===== config.mk =====
export PLATFORM = sky130hd
export DESIGN_NAME = apu_audio_out
export DESIGN_NICKNAME = d
export VERILOG_FILES = /design/src/rtl/apu_audio_out_pkg.sv /design/src/rtl/apu_audio_out_i2s_tx.sv /design/src/rtl/apu_audio_out.sv
export SDC_FILE = /design/constraint.sdc
export NUM_CORES = 1
export LEC_CHECK = 0
export BUFFER_PORTS_ARGS = -buffer_cell sky130_fd_sc_hd__buf_4
export CAP_MARGIN = 20
export CORE_AREA = 5 5 90 92
export CTS_CLUSTER_DIAMETER = 30
export DETAILED_ROUTE_END_ITERATION = 10
export DIE_AREA = 0 0 95 97
export GPL_TIMING_DRIVEN = 0
export PLACE_DENSITY = 0.78
export RECOVER_POWER = 100
export SLEW_MARGIN = 20
export SYNTH_ARGS = -nofsm -noshare
export SYNTH_HDL_FRONTEND = slang
export SYNTH_SLANG_ARGS = --single-unit

===== constraint.sdc =====
create_clock -name clk -period 3.8 [get_ports clk]
set_input_delay 0.38 -clock clk [delete_from_list [all_inputs] [get_ports clk]]
set_output_delay 0.38 -clock clk [all_outputs]
set_load 0.01 [all_outputs]

===== src/rtl/apu_audio_out_pkg.sv =====
// Shared APU audio constants and the offset-binary to two's-complement helper.
package apu_audio_out_pkg;

  localparam int I2S_SLOTS     = 32;
  localparam int I2S_WORD_BITS = 16;
  localparam int SLOT_W        = $clog2(I2S_SLOTS);

  // Flipping the MSB moves midscale 0x8000 onto signed zero.
  function automatic logic [I2S_WORD_BITS-1:0] to_signed_audio(
    input logic [I2S_WORD_BITS-1:0] y
  );
    return {~y[I2S_WORD_BITS-1], y[I2S_WORD_BITS-2:0]};
  endfunction

endpackage


===== src/rtl/apu_audio_out_i2s_tx.sv =====
// I2S transmitter: BCLK divider, 32-slot frame counter, frame word latch and
// MSB-first shifter. Mono sample is duplicated into both channels.
module i2s_tx
  import apu_audio_out_pkg::*;
#(
  parameter int BCLK_DIV = 7
) (
  input  logic                     clk,
  input  logic                     rst_l,
  input  logic [I2S_WORD_BITS-1:0] sample,
  input  logic                     mute,
  output logic                     i2s_bclk,
  output logic                     i2s_lrclk,
  output logic                     i2s_sdata,
  output logic                     sample_tick
);

  localparam int               DIV_W  = (BCLK_DIV > 1) ? $clog2(BCLK_DIV) : 1;
  localparam logic [DIV_W-1:0] DIV_TC = DIV_W'(BCLK_DIV - 1);

  logic [DIV_W-1:0]           div_cnt;
  logic [SLOT_W-1:0]          slot;
  logic [SLOT_W-1:0]          slot_nxt;
  logic [SLOT_W-1:0]          bit_idx;
  logic [2*I2S_WORD_BITS-1:0] word;
  logic                       div_tc;
  logic                       fall_evt;

  assign div_tc   = (div_cnt == DIV_TC);
  assign fall_evt = div_tc & i2s_bclk;
  assign slot_nxt = slot + SLOT_W'(1);
  // Slot n carries word[32-n]; the 5-bit negate gives exactly that for n = 1..31.
  assign bit_idx  = SLOT_W'(0) - slot_nxt;

  always_ff @(posedge clk or negedge rst_l) begin
    if (!rst_l) begin
      div_cnt     <= '0;
      i2s_bclk    <= 1'b0;
      slot        <= '1;
      word        <= '0;
      i2s_lrclk   <= 1'b0;
      i2s_sdata   <= 1'b0;
      sample_tick <= 1'b0;
    end else begin
      sample_tick <= 1'b0;

      if (div_tc) begin
        div_cnt  <= '0;
        i2s_bclk <= ~i2s_bclk;
      end else begin
        div_cnt <= div_cnt + DIV_W'(1);
      end

      if (fall_evt) begin
        slot      <= slot_nxt;
        i2s_lrclk <= slot_nxt[SLOT_W-1];
        if (slot_nxt == '0) begin
          // Slot 0 still carries the previous frame's right-channel LSB.
          word        <= mute ? '0 : {sample, sample};
          i2s_sdata   <= word[0];
          sample_tick <= 1'b1;
        end else begin
          i2s_sdata <= word[bit_idx];
        end
      end
    end
  end

endmodule


===== src/rtl/apu_audio_out.sv =====
// APU audio back-end: one-pole IIR low-pass on the CPU-rate mixer output,
// conversion to signed, and mono-duplicated 16-bit I2S to the board codec.
module apu_audio_out
  import apu_audio_out_pkg::*;
#(
  parameter int FILT_SHIFT = 4,
  parameter int BCLK_DIV   = 7
) (
  input  logic                     clk,
  input  logic                     rst_l,
  input  logic                     cpu_clk_en,
  input  logic [I2S_WORD_BITS-1:0] audio_in,
  input  logic                     mute,
  output logic                     i2s_bclk,
  output logic                     i2s_lrclk,
  output logic                     i2s_sdata,
  output logic                     sample_tick
);

  localparam int               ACC_W   = I2S_WORD_BITS + FILT_SHIFT;
  localparam logic [ACC_W-1:0] ACC_MID = ACC_W'(1) << (ACC_W - 1);

  logic [ACC_W-1:0]         acc;
  logic [ACC_W-1:0]         acc_nxt;
  logic [I2S_WORD_BITS-1:0] y;
  logic [I2S_WORD_BITS-1:0] sample;

  // acc - (acc >> K) never underflows and adding one 16-bit sample keeps the
  // result inside ACC_W bits, so the wider intermediate is not needed.
  assign acc_nxt = acc - (acc >> FILT_SHIFT) + ACC_W'(audio_in);
  assign y       = acc[ACC_W-1:FILT_SHIFT];
  assign sample  = to_signed_audio(y);

  always_ff @(posedge clk or negedge rst_l) begin
    if (!rst_l) begin
      acc <= ACC_MID;
    end else if (cpu_clk_en) begin
      acc <= acc_nxt;
    end
  end

  i2s_tx #(
    .BCLK_DIV (BCLK_DIV)
  ) u_i2s_tx (
    .clk         (clk),
    .rst_l       (rst_l),
    .sample      (sample),
    .mute        (mute),
    .i2s_bclk    (i2s_bclk),
    .i2s_lrclk   (i2s_lrclk),
    .i2s_sdata   (i2s_sdata),
    .sample_tick (sample_tick)
  );

endmodule


==> results of run 1 <==
-- registers in the layout, indices dropped and copies added (netlist names) --
name / flops
acc: 20
u_i2s_tx.word: 16
u_i2s_tx.slot: 5
u_i2s_tx.div_cnt: 3
u_i2s_tx.i2s_bclk: 1
u_i2s_tx.i2s_lrclk: 1
u_i2s_tx.i2s_sdata: 1
u_i2s_tx.sample_tick: 1
-- worst min path at each step --
stage / from / endpoint / slack (ns)
after CTS: rst_l / acc[2]$_DFFE_PN0P_ / 0.11
after detailed placement: rst_l / u_i2s_tx.i2s_sdata$_DFFE_PN0P_ / 0.44
final: cpu_clk_en / acc[12]$_DFFE_PN0P_ / 0.31
after global routing: cpu_clk_en / acc[8]$_DFFE_PN0P_ / 0.29
after global placement: rst_l / u_i2s_tx.i2s_bclk$_DFFE_PN0P_ / 0.44
after floorplan: rst_l / acc[0]$_DFFE_PN0P_ / 0.08
-- synth_stat cells (all sizes together) --
cell type	n
a2111oi	2
a211o	3
a211oi	1
a21boi	1
a21o	6
a21oi	17
a221oi	3
and2	3
and4	1
buf	3
clkbuf	10
dfrtp	42
dfstp	6
fa	16
ha	21
inv	74
mux2	1
mux2i	11
mux4	4
nand2	53
nand2b	1
nand3	3
nand3b	1
nand4	2
nor2	13
nor3	2
nor3b	1
nor4	1
o2111a	1
o2111ai	1
o211ai	1
o21a	3
o21ai	21
o21bai	7
o221ai	1
o22ai	1
o31ai	16
o41ai	1
xnor2	11
xor2	12
-- critical path: cells and delay by family (launching register included) --
kind	cells	cell delay, ns
compound gates	3	0.60
xor+xnor	1	0.17
fa+ha+maj	2	0.92
buf+inv	2	0.14
flops	1	0.37
mux	1	0.23
simple gates	3	0.87
-- placed cells by master (no fill, tap or decap), types with 5 or more instances in the layout --
master    count
xor2_1       12
mux2i_1      11
o21bai_1      7
a21o_1        6
ha_1         21
xnor2_1      11
o21ai_0      21
dfrtp_1      42
inv_1        74
dfstp_2       5
clkbuf_1     16
o31ai_1      16
buf_4        16
fa_1         16
clkbuf_8      5
nand2_1      53
nor2_1       13
a21oi_1      16
-- logic make-up (layout without fill, tap and decap cells) --
logic type / Yosys count / count (layout)
AOI/OAI and AO/OA: 86 / 86
buffers and inverters: 87 / 116
adders and majority gates: 37 / 37
xor gates and xnor gates: 23 / 23
and+or+nand+nor: 81 / 81
DFF: 48 / 48
muxes: 16 / 16
-- final cells by class --
cell class	instances	area [sq um]	area share, %
clock buffer	6	72.57	1.861
timing repair buffer	21	138.9	3.561
buffer	13	63.81	1.636
clock inverter	2	60.06	1.540
inverter	74	277.8	7.122
tap	99	123.9	3.176
multi-input combinational	243	1954	50.11
sequential	48	1209	30.99
-- routing by layer --
layer  track usage (%)  vias up
met3             2.327       14
met2             27.39       51
li1                  -     1300
met5                 0        -
met1             22.81     1291
met4             4.772        0
-- stage by stage --
step	hold WS, ns	cell area (sq um)
global placement	0.4418	3800
finish	0.3061	3900
floorplan	0.08441	3518
global route	0.2946	3900
CTS	0.1127	3933
detailed placement	0.4440	3800
==> results.toml, run 1 <==
[outcome]
run_status = "complete, but fails checks"
violations = "max-capacitance violations, max-slew violations"

[finish]
instances_no_fill = 506
n_antenna_cell = 0
n_fill_cell = 664
fin_nets = 463
drive_gt1_share_pct = 10.32
area.growth.synth_to_final_pct = 10.85
final_core_util_pct = 54.65

[critical_path]
timing.critical_path.to = "acc[19]$_DFFE_PN1P_"
crit_chain = "inv_1 -> fa_1 -> inv_1 -> ha_1 -> and4_2 -> nand2_1 -> o2111a_1 -> nor4_1 -> a2111oi_4 -> a21oi_2 -> mux2i_1 -> xor2_1"
r2r_start = "acc[5]$_DFFE_PN0P_"
end_kind = "flip-flop"
critical_path_arrival_ns = 3.60
worstSetupPathType = "flip-flop to flip-flop"
max_stage_delay_ns = 0.54
crit_path_max_fanout = 6
rr_worst_depth = 12
r2r_end = "acc[19]$_DFFE_PN1P_"
critical_path.slowest_cell = "nor4_1"
worstPathRequired_ns = 4.03
startpoint = "acc[5]$_DFFE_PN0P_"
cp_common_cell = "inv_1"
reg2reg_slack_ns = 0.44
cp-start-kind = "flip-flop"

[timing]
hold_violations = 0
fin_skew_ns = 0.004000
setup_viol = 0
min_period_ns = 3.365
tightest_slew_ns = 2.603
rsz0062_at_grt = "no"
tns_ns = 0
setup_ws_ns = 0.4354
fmax_mhz = 297.2
max_slew_margin_pct = -73.56
timing.final.crit_share_pct = 88.54
slew_violations = 49

[logic_synthesis]
synth_top_family_by_area = "compound AO/OA/AOI/OAI gates"
yosysSeqAreaShare_pct = 34.35
synth_xor_xnor_area_share_pct = 5.725
synth_nets = 435
synth-seq-cells = 48
synth_simple_gate_area_share_pct = 9.957
synthTopCellsByArea = "dfrtp_1 (30%), fa_1 (9.1%), inv_1 (7.9%)"
yosys_warnings = 0
yosysTopAreaCell = "dfrtp_1"
syn_area_sq_mm = 0.003518
synth_adder_area_share_pct = 16.57
netlist.area_leader.share_pct = 29.87
avgSynthCellArea_sq_um = 9.308
syn_inst = 378
synth-compound-area-share_pct = 17.67
synth.area.mux_share_pct = 6.010
ys_types = 46

[routing]
drc = 0
first_pass_iters = 4
drt_iter0_drc = 90
topRoutingLayerUsed = "met4"
wl_met3_microns = 189
routed_wl_microns = 6904
routedWlPerCell_microns = 13.64
final_antenna_net_count = 0
wl_met2_microns = 3411
met1_length_microns = 3189
num_vias = 2656
viasPerCell = 5.249

[floorplanning]
die_x_microns = 95
rows = 31
start_util_pct = 49.30
fp.dieH_microns = 97
die_area_sq_mm = 0.009215
io_pins = 24
core_area_sq_mm = 0.007137

[place]
place.gp.congestion = 0.8771
dp_hpwl_microns = 5478
post-place-cells = 498
io_buffers = 21
pre_cts_slack_ns = 0.4088

[grt]
grt_pass1_wl_microns = 12440
grt.total_usage_pct = 16.69
grt_pass1_vias = 2693
grt_start_max_net_pins = 49
antenna_found_initial = 0
overflow = 0

[cts]
hold_buffers = 0
cts_max_level = 2
cts_root_buffer = "clkbuf_8"
cts_tree = "done"
postCtsResizedCells = 0
cts_buffers = 5
clock-sinks = 48
path_clk_slew_ns = 0.09
clock_path_buffers = 2
clk_latency_ns = 0.30
postCtsSetupRepairBufs = 0

[flow_run]
maxCapViolCount = 1

[hold_path]
hp-class = "input pin to flip-flop"
min_path_cells = 2
Power of run 1 is not shown: default switching activity piles up to over one toggle a cycle in this logic, so the estimate is an artifact.
==> inputs of run 2 (changes only) <==
--- a/config.mk
+++ b/config.mk
@@ -7,10 +7,11 @@
 export LEC_CHECK = 0
 export BUFFER_PORTS_ARGS = -buffer_cell sky130_fd_sc_hd__buf_4
 export CAP_MARGIN = 20
-export CORE_AREA = 5 5 90 92
+export CORE_AREA = 5 5 75 111
+export CTS_BUF_LIST = sky130_fd_sc_hd__clkbuf_4 sky130_fd_sc_hd__clkbuf_8 sky130_fd_sc_hd__clkbuf_16
 export CTS_CLUSTER_DIAMETER = 30
 export DETAILED_ROUTE_END_ITERATION = 10
-export DIE_AREA = 0 0 95 97
+export DIE_AREA = 0 0 80 116
 export GPL_TIMING_DRIVEN = 0
 export PLACE_DENSITY = 0.78
 export RECOVER_POWER = 100
==> run 2 against run 1 <==
  * The flow still finishes with violations (max-capacitance violations, max-slew violations)
  * Cell count grew 0.20%
  * Non-clock buffer count is the same
  * Maximum frequency down 4.4%
==> results.toml, run 2 (synthesized netlist as in run 1, its figures left out) <==
[floorplanning]
rows = 38
start_util_pct = 48.68
die_x_microns = 80
die_area_sq_mm = 0.009280
io_pins = 24
core_area_sq_mm = 0.007227
fp.dieH_microns = 116

[finish]
drive_gt1_share_pct = 10.32
fin_nets = 463
final_common_cell = "inv_1"
largest_reg_flops = 20
n_antenna_cell = 0
top_regs = "acc: 20 flops, u_i2s_tx.word: 16 flops, u_i2s_tx.slot: 5 flops"
instances_no_fill = 507
top_register = "acc"
n_fill_cell = 694
register_area_sq_mm = 0.001209
area.growth.synth_to_final_pct = 10.21
final_cell_mix = "inv_1 (74), nand2_1 (53), dfrtp_1 (42)"
multi_input_area_sq_mm = 0.001957

[critical_path]
end_kind = "flip-flop"
path_buf_inv = 3
critical_path.slowest_cell = "fa_1"
crit_path_max_fanout = 7
critical_path_arrival_ns = 3.78
cp_common_cell = "inv_1"
critPathTopFamily = "compound AO/OA/AOI/OAI gates"
max_stage_delay_ns = 0.51
cp-start-kind = "flip-flop"
worstPathRequired_ns = 4.06
worstSetupPathType = "flip-flop to flip-flop"
crit_chain = "inv_1 -> fa_1 -> inv_1 -> ha_1 -> clkbuf_1 -> a21o_1 -> a221oi_1 -> o2111a_1 -> nor4_2 -> a2111oi_4 -> a21oi_1 -> mux2i_1 -> xor2_1"

[cts]
cts_buffers = 5
cts_max_level = 2
clock_path_buffers = 2
cts_root_buffer = "clkbuf_8"
cts_tree = "done"
hold_buffers = 0
postCtsSetupRepairBufs = 0
clock-sinks = 48
postCtsResizedCells = 0
path_clk_slew_ns = 0.10
clk_latency_ns = 0.32

[routing]
num_vias = 2680
viasPerCell = 5.286
first_pass_iters = 4
routed_wl_microns = 7463
drt_iter0_drc = 190
final_antenna_net_count = 0
drc = 0
routedWlPerCell_microns = 14.72

[timing]
fin_skew_ns = 0.01169
tns_ns = 0
tightest_slew_ns = 2.593
slew_violations = 49
min_period_ns = 3.520
rsz0062_at_grt = "no"
hold_violations = 0
max_slew_margin_pct = -72.85
fmax_mhz = 284.1
setup_viol = 0
timing.final.crit_share_pct = 92.63

[grt]
antenna_found_initial = 0
overflow = 0
grt_pass1_wl_microns = 12640
grt_pass1_vias = 2705
grt.total_usage_pct = 17.45
grt_start_max_net_pins = 49

[hold_path]
hp-class = "input pin to flip-flop"

[outcome]
run_status = "complete, but fails checks"
violations = "max-capacitance violations, max-slew violations"

[place]
post-place-cells = 499
dp_hpwl_microns = 5883
place.gp.congestion = 0.9185
io_buffers = 21

[flow_run]
maxCapViolCount = 1
==> run 2: final timing paths <==
kind	from	endpoint	cells after the start	slack, ns
max reg2reg	acc[6]$_DFFE_PN0P_	acc[19]$_DFFE_PN1P_	13	0.28
max	acc[6]$_DFFE_PN0P_	acc[19]$_DFFE_PN1P_	13	0.28
min reg2reg	u_i2s_tx.i2s_sdata$_DFFE_PN0P_	u_i2s_tx.i2s_sdata$_DFFE_PN0P_	2	0.48
max in group asynchronous	rst_l	u_i2s_tx.sample_tick$_DFF_PN0_	1	1.46
min in group asynchronous	rst_l	u_i2s_tx.div_cnt[1]$_DFF_PN0_	1	0.87
min	cpu_clk_en	acc[8]$_DFFE_PN0P_	2	0.30
==> run 2: area by class of cell <==
cell class	count	share of cell area, %
multi-input combinational	243	50.47
sequential	48	31.17
inverter	74	7.164
timing repair buffer	21	3.582
tap	100	3.227
clock buffer	7	2.162
buffer	13	1.452
clock inverter	1	0.7744
==> run 2: worst register-to-register path: stages (launching register included) <==
cell and delay, ns:
dfrtp_1 0.40, inv_1 0.10, fa_1 0.51, inv_1 0.04, ha_1 0.27, clkbuf_1 0.18
a21o_1 0.23, a221oi_1 0.36, o2111a_1 0.35, nor4_2 0.10, a2111oi_4 0.42, a21oi_1 0.16
mux2i_1 0.19, xor2_1 0.16
==> run 2: per-layer routing <==
metal | global-route usage (%) | vias to the layer above | wire length, microns
met3 | 2.255 | 16 | 169
li1 | - | 1308 | -
met4 | 7.328 | 0 | 194
met2 | 32.47 | 45 | 4140
met5 | 0 | - | 0
met1 | 19.70 | 1311 | 2958
==> run 2: metrics by stage <==
stage | hold slack [ns] | setup slack (ns) | instance area, sq um | utilization, %
after floorplan | 0.08441 | 0.7768 | 3518 | -
after global placement | 0.4393 | 0.3503 | 3801 | 52.60
after detailed placement | 0.4371 | 0.2714 | 3801 | 52.60
after CTS | 0.09142 | 0.4116 | 3915 | 54.17
after global routing | 0.2983 | 0.07237 | 3877 | 53.65
final | 0.2971 | 0.2801 | 3877 | 53.65
Power of run 2 is left out for the same reason.
